### config.mk
export PLATFORM = sky130hd
export DESIGN_NAME = debouncer_multi
export DESIGN_NICKNAME = d
export VERILOG_FILES = /design/src/rtl/debouncer_multi.sv
export SDC_FILE = /design/constraint.sdc
export NUM_CORES = 1
export LEC_CHECK = 0
export BUFFER_PORTS_ARGS = -buffer_cell sky130_fd_sc_hd__buf_2
export CAP_MARGIN = 40
export CORE_ASPECT_RATIO = 1.2
export CORE_MARGIN = 8
export CORE_UTILIZATION = 40
export CTS_CLUSTER_DIAMETER = 50
export DETAILED_ROUTE_END_ITERATION = 8
export PLACE_DENSITY = 0.56
export SLEW_MARGIN = 25
export SYNTH_ARGS = -nofsm -noshare
export SYNTH_HDL_FRONTEND = slang
export SYNTH_SLANG_ARGS = --single-unit
### constraint.sdc
create_clock -name CLK50M -period 4.45 [get_ports CLK50M]
set_input_delay 0.2225 -clock CLK50M [delete_from_list [all_inputs] [get_ports CLK50M]]
set_output_delay 0.2225 -clock CLK50M [all_outputs]
set_load 0.01 [all_outputs]
### src/rtl/debouncer_multi.sv
// N-channel switch debouncer: 2-flop synchroniser, consecutive-disagreement filter, press/release pulses.
// Optional long-press HOLD flag per channel, compiled in with `DEBOUNCER_HOLD_EN.
module debouncer_multi #(
  parameter int N           = 4,
  parameter int SETTLE      = 50_000,
  parameter int HOLD_CYCLES = 50_000_000
) (
  input  logic         CLK50M,
  input  logic         RST,
  input  logic [N-1:0] A_noisy,
  output logic [N-1:0] A,
  output logic [N-1:0] RISE,
  output logic [N-1:0] FALL,
  output logic [N-1:0] HOLD
);

  localparam int            CW      = (SETTLE > 1) ? $clog2(SETTLE) : 1;
  localparam logic [CW-1:0] CNT_MAX = CW'(SETTLE - 1);

  logic [N-1:0]  r_s1;
  logic [N-1:0]  r_s;
  logic [N-1:0]  r_a;
  logic [N-1:0]  r_rise;
  logic [N-1:0]  r_fall;
  logic [CW-1:0] r_cnt [N];

  logic [N-1:0]  w_flip;
  logic [N-1:0]  w_a_next;

  // A channel flips only after SETTLE consecutive disagreeing samples.
  always_comb begin
    w_flip = '0;
    for (int i = 0; i < N; i++) begin
      w_flip[i] = (r_s[i] != r_a[i]) && (r_cnt[i] == CNT_MAX);
    end
    w_a_next = r_a ^ w_flip;
  end

  always_ff @(posedge CLK50M or posedge RST) begin
    if (RST) begin
      r_s1   <= '0;
      r_s    <= '0;
      r_a    <= '0;
      r_rise <= '0;
      r_fall <= '0;
      for (int i = 0; i < N; i++) begin
        r_cnt[i] <= '0;
      end
    end else begin
      r_s1   <= A_noisy;
      r_s    <= r_s1;
      r_a    <= w_a_next;
      r_rise <= w_flip & ~r_a;
      r_fall <= w_flip & r_a;
      for (int i = 0; i < N; i++) begin
        if ((r_s[i] == r_a[i]) || w_flip[i]) begin
          r_cnt[i] <= '0;
        end else begin
          r_cnt[i] <= r_cnt[i] + 1'b1;
        end
      end
    end
  end

  assign A    = r_a;
  assign RISE = r_rise;
  assign FALL = r_fall;

`ifdef DEBOUNCER_HOLD_EN
  localparam int            HW       = $clog2(HOLD_CYCLES + 1);
  localparam logic [HW-1:0] HOLD_MAX = HW'(HOLD_CYCLES);

  logic [HW-1:0] r_hold [N];

  // Cleared on the falling edge itself so HOLD drops together with A.
  always_ff @(posedge CLK50M or posedge RST) begin
    if (RST) begin
      for (int i = 0; i < N; i++) begin
        r_hold[i] <= '0;
      end
    end else begin
      for (int i = 0; i < N; i++) begin
        if (!w_a_next[i]) begin
          r_hold[i] <= '0;
        end else if (r_a[i] && (r_hold[i] != HOLD_MAX)) begin
          r_hold[i] <= r_hold[i] + 1'b1;
        end
      end
    end
  end

  always_comb begin
    HOLD = '0;
    for (int i = 0; i < N; i++) begin
      HOLD[i] = (r_hold[i] == HOLD_MAX);
    end
  end
`else
  assign HOLD = '0;
`endif

endmodule

Word-level counts from Yosys, hierarchy flattened
Cells that the tools add are included.
{"block": "op_classes", "addsub": 4, "n_eq_ne": 12, "n_mux": 4, "bitwise": 4, "reduce_logical": 8}
{"cell": "$add A16 B1 Y16 const B", "n": 4}
{"cell": "$eq A16 B16 Y1 const B", "n": 4}
{"cell": "$mux W16", "n": 4}
{"cell": "$and A4 B4 Y4", "n": 2}
{"cell": "$eq A1 B1 Y1", "n": 4}
{"cell": "$logic_and A1 B1 Y1", "n": 4}
{"cell": "$logic_or A1 B1 Y1", "n": 4}
{"cell": "$ne A1 B1 Y1", "n": 4}
{"cell": "$not A4 Y4", "n": 1}
{"cell": "$xor A4 B4 Y4", "n": 1}
{"block": "totals", "ff_bits": 84, "in_bits": 6, "output_inout_bits": 16, "wordCells": 41}

Logic depth before layout (Yosys ltp)
Gate-level depths: netlist of run 1.
{"block": "logic_depth", "depth_word": 4, "depth_mapped": 6, "ltp_nobuf": 5}

Least setup slack after synthesis of run 1
No wires, ideal clock.
{"block": "synth_path", "path_type": "register -> register", "from": "register r_cnt[26] (netlist name)", "to": "register (tool-made name)", "setup_time_ps": 125, "arrival_ps": 1794, "setup_slack_ps": 2531, "stages_incl_launch_ff": 4, "path_cell_list": "dfrtp_1 > or4b_1 > or4_4 > mux2_4"}
{"element": "start: declaration", "line_no": "25", "source": "logic [CW-1:0] r_cnt [N];"}
{"element": "start signal: indexed assignment", "line_no": "59", "source": "r_cnt[i] <= r_cnt[i] + 1'b1;"}

Worst setup path in the final report of run 1
{"block": "layout_path", "from": "register r_cnt[0] (netlist name)", "to": "register r_cnt[12] (netlist name)"}
{"block": "layout_between", "elab_chain_cells": 4}
{"element": "branches (longest 3 deep; another with $add A16 B1 Y16)"}
{"element": "$mux W16 (*)", "line_no": "56", "source": "if ((r_s[i] == r_a[i]) || w_flip[i]) begin"}
Every way passes the cells marked *.

==> results of run 1 <==
state kept, by name, indices dropped and copies added (netlist names), named ones only:
register,cells
r_cnt,64
FALL,4
RISE,4
r_s1,4
r_s,4
kinds of logic after synthesis:
logic type      count (synthesis)  synth area share (%)
simple gates                  182                 24.89
flops                          84                 55.25
xor+xnor                       58                 13.35
buf+inv                        22                 2.992
fa+ha+maj                       4                 1.315
compound gates                  4                0.7235
mux                             4                 1.381
other cells                     1               0.09856
cells in the final DEF (no fill, tap or decap):
cell type and count:
inv_1 13, or3_1 1, nand2_1 15, clkinv_4 1, mux2_4 2, nand4bb_1 2, bufinv_16 2, or4b_1 4
or4_1 1, conb_1 4, ha_1 4, nor4_1 14, dlygate4sd3_1 5, nand3b_1 2, and3_1 3, clkinvlp_4 1
xnor2_1 50, buf_4 1, nand2_4 2, nor3_1 15, nor4bb_1 2, dfrtp_1 84, or4_4 2, nand3_1 20
mux2_1 1, nand4b_1 1, buf_2 17, nand4_1 15, clkbuf_16 9, nor3b_1 8, a31o_2 2, xor2_1 8
nor2_1 73, and3_2 1, mux2_2 1, nor4b_1 1, a21oi_1 2, clkinv_2 4, buf_12 1
cell type report:
| cell class | count | share of cell area, % |
|---|---|---|
| timing repair buffer | 24 | 3.706 |
| clock inverter | 7 | 2.081 |
| inverter | 14 | 1.226 |
| tap | 123 | 3.506 |
| sequential | 84 | 47.89 |
| multi-input combinational | 256 | 36.46 |
| clock buffer | 9 | 5.131 |
synth_stat cells (all sizes together):
library cell   n
xnor2         50
a31o           2
nand4b         1
nor3b          8
a21oi          2
buf            7
nor2          73
nand3b         2
or4            3
mux2           4
clkbuf         1
nor3          15
nor4bb         2
inv           14
dfrtp         84
xor2           8
nor4          14
and3           4
ha             4
nand4bb        2
conb           1
nand4         15
nand3         20
or3            1
or4b           4
nand2         17
nor4b          1
path summary, 6_finish.rpt:
path	startpoint	to
worst max-delay path	r_cnt[0]$_DFF_PP0_	r_cnt[12]$_DFF_PP0_
worst min-delay path	RST	r_cnt[40]$_DFF_PP0_
worst max register to register	r_cnt[0]$_DFF_PP0_	r_cnt[12]$_DFF_PP0_
worst min register to register	r_s1[2]$_DFF_PP0_	r_s[2]$_DFF_PP0_
max in group asynchronous	RST	r_cnt[11]$_DFF_PP0_
min in group CLK50M	r_s1[2]$_DFF_PP0_	r_s[2]$_DFF_PP0_
power by group:
| group | switching (W) | total (W) | leakage (nW) | internal, W |
|---|---|---|---|---|
| Sequential | 0.0000119 | 0.000788 | 1.15 | 0.000776 |
| Combinational | 0.0000327 | 0.0000501 | 0.500 | 0.0000174 |
| Clock | 0.000300 | 0.000789 | 0.155 | 0.000489 |
worst reg2reg max path: stages, from the launching register on:
cell and delay, ns:
dfrtp_1 0.38, ha_1 0.23, nand4_1 0.20, or4_1 0.61, nand2_1 0.44, nor2_1 0.10
timing repair:
action / in CTS / in global routing
setup endpoints to repair: 0 / 0
hold endpoints to repair: 4 / 42
hold buffers: 4 / 1
gates resized for setup: 0 / 0
stage by stage:
stage | instances | util (%) | setup slack, ns | cell area [um^2]
after floorplan | 362 | - | 2.062 | 3816
after global placement | 495 | 42.72 | 2.421 | 4003
after detailed placement | 495 | 42.72 | 2.337 | 4003
after CTS | 515 | 46.53 | 2.328 | 4359
after global routing | 517 | 46.85 | 2.188 | 4389
final | 517 | 46.85 | 2.354 | 4389
per-layer routing:
| metal | GRT usage (%) | part of all wire (%) |
|---|---|---|
| met3 | 3.414 | 3.5 |
| met2 | 17.64 | 47 |
| met5 | 0 | 0 |
| met4 | 5.362 | 1.7 |
| met1 | 13.85 | 48 |
==> out/summary.txt, run 1 <==
FILL cells = 906
area of the multi-input gates = 1600 um^2
CTS tree = built
PortBufs = 17
maximum vdd drop = 0.0001858 V
share of layout cells above drive strength 1 = 11.68%
# setup viols final = 0
unique cell type count in the Yosys netlist = 34
largest net degree at the start of global routing = 44
Routed Antenna Nets = 0
CTS Buffer Depth = 2
Post-Syn Area = 3805 um^2
DIE WIDTH = 105.0 um
Remaining DRCs = 0
Worst setup SP type = flip-flop
die area = 12900 um^2
Slew Limit Fails = 0
Post-Syn Area per Cell = 10.60 um^2
WHS = 0.2957 ns
IO Pins = 22
Die Height = 122.8 um
worst path bufs/invs = 0
setup TNS = 0 ns
power per cell area = 370.7 nW/um^2
Worst setup EP type = flip-flop
number of DRC markers in iteration 0 = 105
Setup Buffers After CTS = 0
WL final = 6683 um
critical path cell sequence = ha_1 -> nand4_1 -> or4_1 -> nand2_1 -> nor2_1
Total GRT Usage = 11.20%
Final Hold Viols = 0
area occupied by registers = 2102 um^2
vias in the first global route = 2523
largest delay contributor family on the critical path = simple AND/OR/NAND/NOR gates
maximum fanout along the worst path = 15
gr ovfl total = 0
Tot Pwr = 0.001627 W
Nets = 399
Tmin final = 2.096 ns
Setup Skew = 0.004801 ns
core region area = 9369 um^2
FMAX = 477.1 MHz
FF+latch count, synth = 84
R2R Setup Slk = 2.35 ns
initial antenna violation count = 0
synthesis-to-layout area growth = 15.36%
Via density = 4.944
Clock Sinks = 84
worst reg2reg path depth = 5
Vias = 2556
Hold WC Path Type = input port to async pin
global-route wire length before repair = 11750 um
post-synthesis sequential area ratio = 55.24%
Worst-Margin Slew = 0.5152 ns
crit path DAT = 2.30 ns
Crit path depth = 5
slowest stage delay, CP = 0.61 ns
RSZ-0062 raised after global routing = no
CTS Buf Count = 9
Leak = 1.800 nW
post-route clock period utilization = 47.10%
max_cap viols = 0
H-tree level count = 3
Worst Path Required = 4.65 ns
First-pass DRT Iterations = 6
top cells by area, synth = dfrtp_1 (55%), xnor2_1 (12%), nor2_1 (7.2%)
DP Wirelength = 4522 um
Avg WL per Cell = 12.93 um
status = finished clean
Post-Syn Instances = 359
Yosys top cell area share = 55.24%
ant diodes = 0
worst rel slew slack = 65.65%
Clock Latency Late Sink = 0.34 ns
Yosys warning count = 0
WS Path Type = flip-flop to flip-flop
Synth area leader = dfrtp_1
Slowest-stage cell, CP = or4_1
initial core utilization = 40.61%
root buffer cell = clkbuf_16
Worst-path clk slew = 0.06 ns
cell row count = 39
GPL Wtd Cong = 0.7965
No activity file was read; power rests on OpenSTA's default activity.
==> run 2, diff against run 1 <==
==> constraint.sdc (replaced) <==
create_clock -name CLK50M -period 2.1 [get_ports CLK50M]
set_input_delay 0.105 -clock CLK50M [delete_from_list [all_inputs] [get_ports CLK50M]]
set_output_delay 0.105 -clock CLK50M [all_outputs]
set_load 0.01 [all_outputs]
==> out/summary.txt, run 2 (synthesis results as in run 1) <==
number of DRC markers in iteration 0 = 78 (was 105)
met1 GRT Util = 12.83% (was 13.85%)
crit path DAT = 2.20 ns (was 2.30 ns)
WL final = 6786 um (was 6683 um)
# setup viols final = 0 (unchanged)
CTS tree = built (unchanged)
Vias = 2621 (was 2556)
Remaining DRCs = 0 (unchanged)
core region area = 9369 um^2 (unchanged)
Hold WC Path Type = flip-flop to flip-flop (was input port to async pin)
Routed Antenna Nets = 0 (unchanged)
M3 GR Usage = 2.994% (was 3.414%)
H-tree level count = 3 (unchanged)
Tmin final = 1.981 ns (was 2.096 ns)
Setup Skew = 0.005373 ns (was 0.004801 ns)
initial antenna violation count = 0 (unchanged)
Avg WL per Cell = 12.88 um (was 12.93 um)
Worst Path Required = 2.32 ns (was 4.65 ns)
CTS Buffer Depth = 2 (unchanged)
Tot Pwr = 0.003367 W (was 0.001627 W)
gr ovfl total = 0 (unchanged)
CTS Buf Count = 9 (unchanged)
largest net degree at the start of global routing = 39 (was 44)
DIE WIDTH = 105.0 um (unchanged)
Die Height = 122.8 um (unchanged)
Nets = 409 (was 399)
post-route clock period utilization = 94.32% (was 47.10%)
Clock Latency Late Sink = 0.34 ns (about the same)
root buffer cell = clkbuf_16 (unchanged)
Slew Limit Fails = 0 (unchanged)
FMAX = 504.9 MHz (was 477.1 MHz)
Worst setup EP type = flip-flop (unchanged)
Clock Sinks = 84 (unchanged)
RSZ-0062 raised after global routing = no (unchanged)
most common cell after layout, fill and taps aside = dfrtp_1 (unchanged)
WS Path Type = flip-flop to flip-flop (unchanged)
die area = 12900 um^2 (unchanged)
post-place setup slack = 0.1204 ns (was 2.337 ns)
max FFs per register = 64 (unchanged)
max_cap viols = 0 (unchanged)
layer carrying the most global-route usage = met2 (unchanged)
Reg with most FFs = r_cnt (unchanged)
Worst setup SP type = flip-flop (unchanged)
GPL Wtd Cong = 0.8511 (was 0.7965)
maximum vdd drop = 0.0004545 V (was 0.0001858 V)
Via density = 4.973 (was 4.944)
status = finished clean (unchanged)
worst reg2reg path depth = 3 (was 5)
share of layout cells above drive strength 1 = 13.86% (was 11.68%)
DP Cell Count = 506 (was 495)
Hold Crit Depth = 0
Setup Buffers After CTS = 0 (unchanged)
maximum fanout along the worst path = 6 (was 15)
setup TNS = 0 ns (unchanged)
Non-Filler Instances = 527 (was 517)
worst rel slew slack = 57.03% (was 65.65%)
global-route wire length before repair = 12120 um (was 11750 um)
met2 usage = 19.90% (was 17.64%)
setup ws final = 0.1193 ns (was 2.354 ns)
synthesis-to-layout area growth = 17.03% (was 15.36%)
cell row count = 39 (unchanged)
Final Hold Viols = 0 (unchanged)
IO Pins = 22 (unchanged)
Worst-path clk slew = 0.06 ns (about the same)
Worst-Margin Slew = 0.6432 ns (was 0.5152 ns)
ant diodes = 0 (unchanged)
vias in the first global route = 2727 (was 2523)
PortBufs = 17 (unchanged)
First-pass DRT Iterations = 4 (was 6)
Total GRT Usage = 11.50% (was 11.20%)
initial core utilization = 40.61% (unchanged)
DP Wirelength = 4744 um (was 4522 um)
Leak = 1.843 nW (was 1.800 nW)
commonest cells after routing, fill and taps aside = dfrtp_1 (84), nor2_1 (73), xnor2_1 (50), nand3_1 (20), buf_2 (17) (unchanged)
power per cell area = 756.2 nW/um^2 (was 370.7 nW/um^2)
[run 2: cell types whose count changed in the layout (fill, tap and decap cells not counted), sizes merged]
cell,before,now
clkinv,5,4
buf,19,29
bufinv,2,1
clkbuf,9,11
[run 2: power breakdown]
group	internal, W	switching [W]	total (W)
Sequential	0.00165	0.0000251	0.00167
Combinational	0.0000414	0.0000703	0.000112
Clock	0.000977	0.000608	0.00159
[run 2: critical path, stage by stage (launching register included)]
cell and delay (ns):
dfrtp_1 0.43, or4b_1 0.52, or4_4 0.60, mux2_4 0.31
[run 2: timing repair]
action,CTS,global route
resized for setup,0,0
hold buffers,5,0
setup endpoints to repair,0,0
hold endpoints to repair,30,0
[run 2: layer usage]
metal  up-vias  share of wire [%]
met2        29                 50
li1       1303                  -
met3        13                2.9
met5         -                  0
met4         0                2.2
met1      1276                 45
[run 2: through the flow]
| step | instance area (um^2) | hold WS [ns] | util, % |
|---|---|---|---|
| 2_1_floorplan | 3820 | 0.1364 | - |
| 3_5_place_dp | 4100 | 0.2144 | 43.76 |
| 6_report | 4453 | 0.3503 | 47.53 |
| 5_1_grt | 4453 | 0.3592 | 47.53 |
| 4_1_cts | 4453 | 0.3525 | 47.53 |
| 3_3_place_gp | 4100 | 0.2143 | 43.76 |
[run 2: worst paths after layout]
kind / slack (ns) / from / endpoint
setup / recovery: 0.12 / r_cnt[26]$_DFF_PP0_ / flip-flop
hold / removal: 0.35 / r_s1[1]$_DFF_PP0_ / r_s[1]$_DFF_PP0_
setup reg to reg: 0.12 / r_cnt[26]$_DFF_PP0_ / flip-flop
hold reg to reg: 0.35 / r_s1[1]$_DFF_PP0_ / r_s[1]$_DFF_PP0_
max in group asynchronous: 1.10 / RST / r_cnt[53]$_DFF_PP0_
min in group asynchronous: 0.41 / RST / r_s[1]$_DFF_PP0_
[run 2: final cells by class]
cell class                      count  area (um^2)
Timing Repair Buffer               34        237.7
Fill cell                         901         4916
Clock inverter                      5        50.05
Inverter                           14        56.30
Tap cell                          123        153.9
Sequential cell                    84         2102
Clock buffer                       11        252.7
Multi-Input combinational cell    256         1600
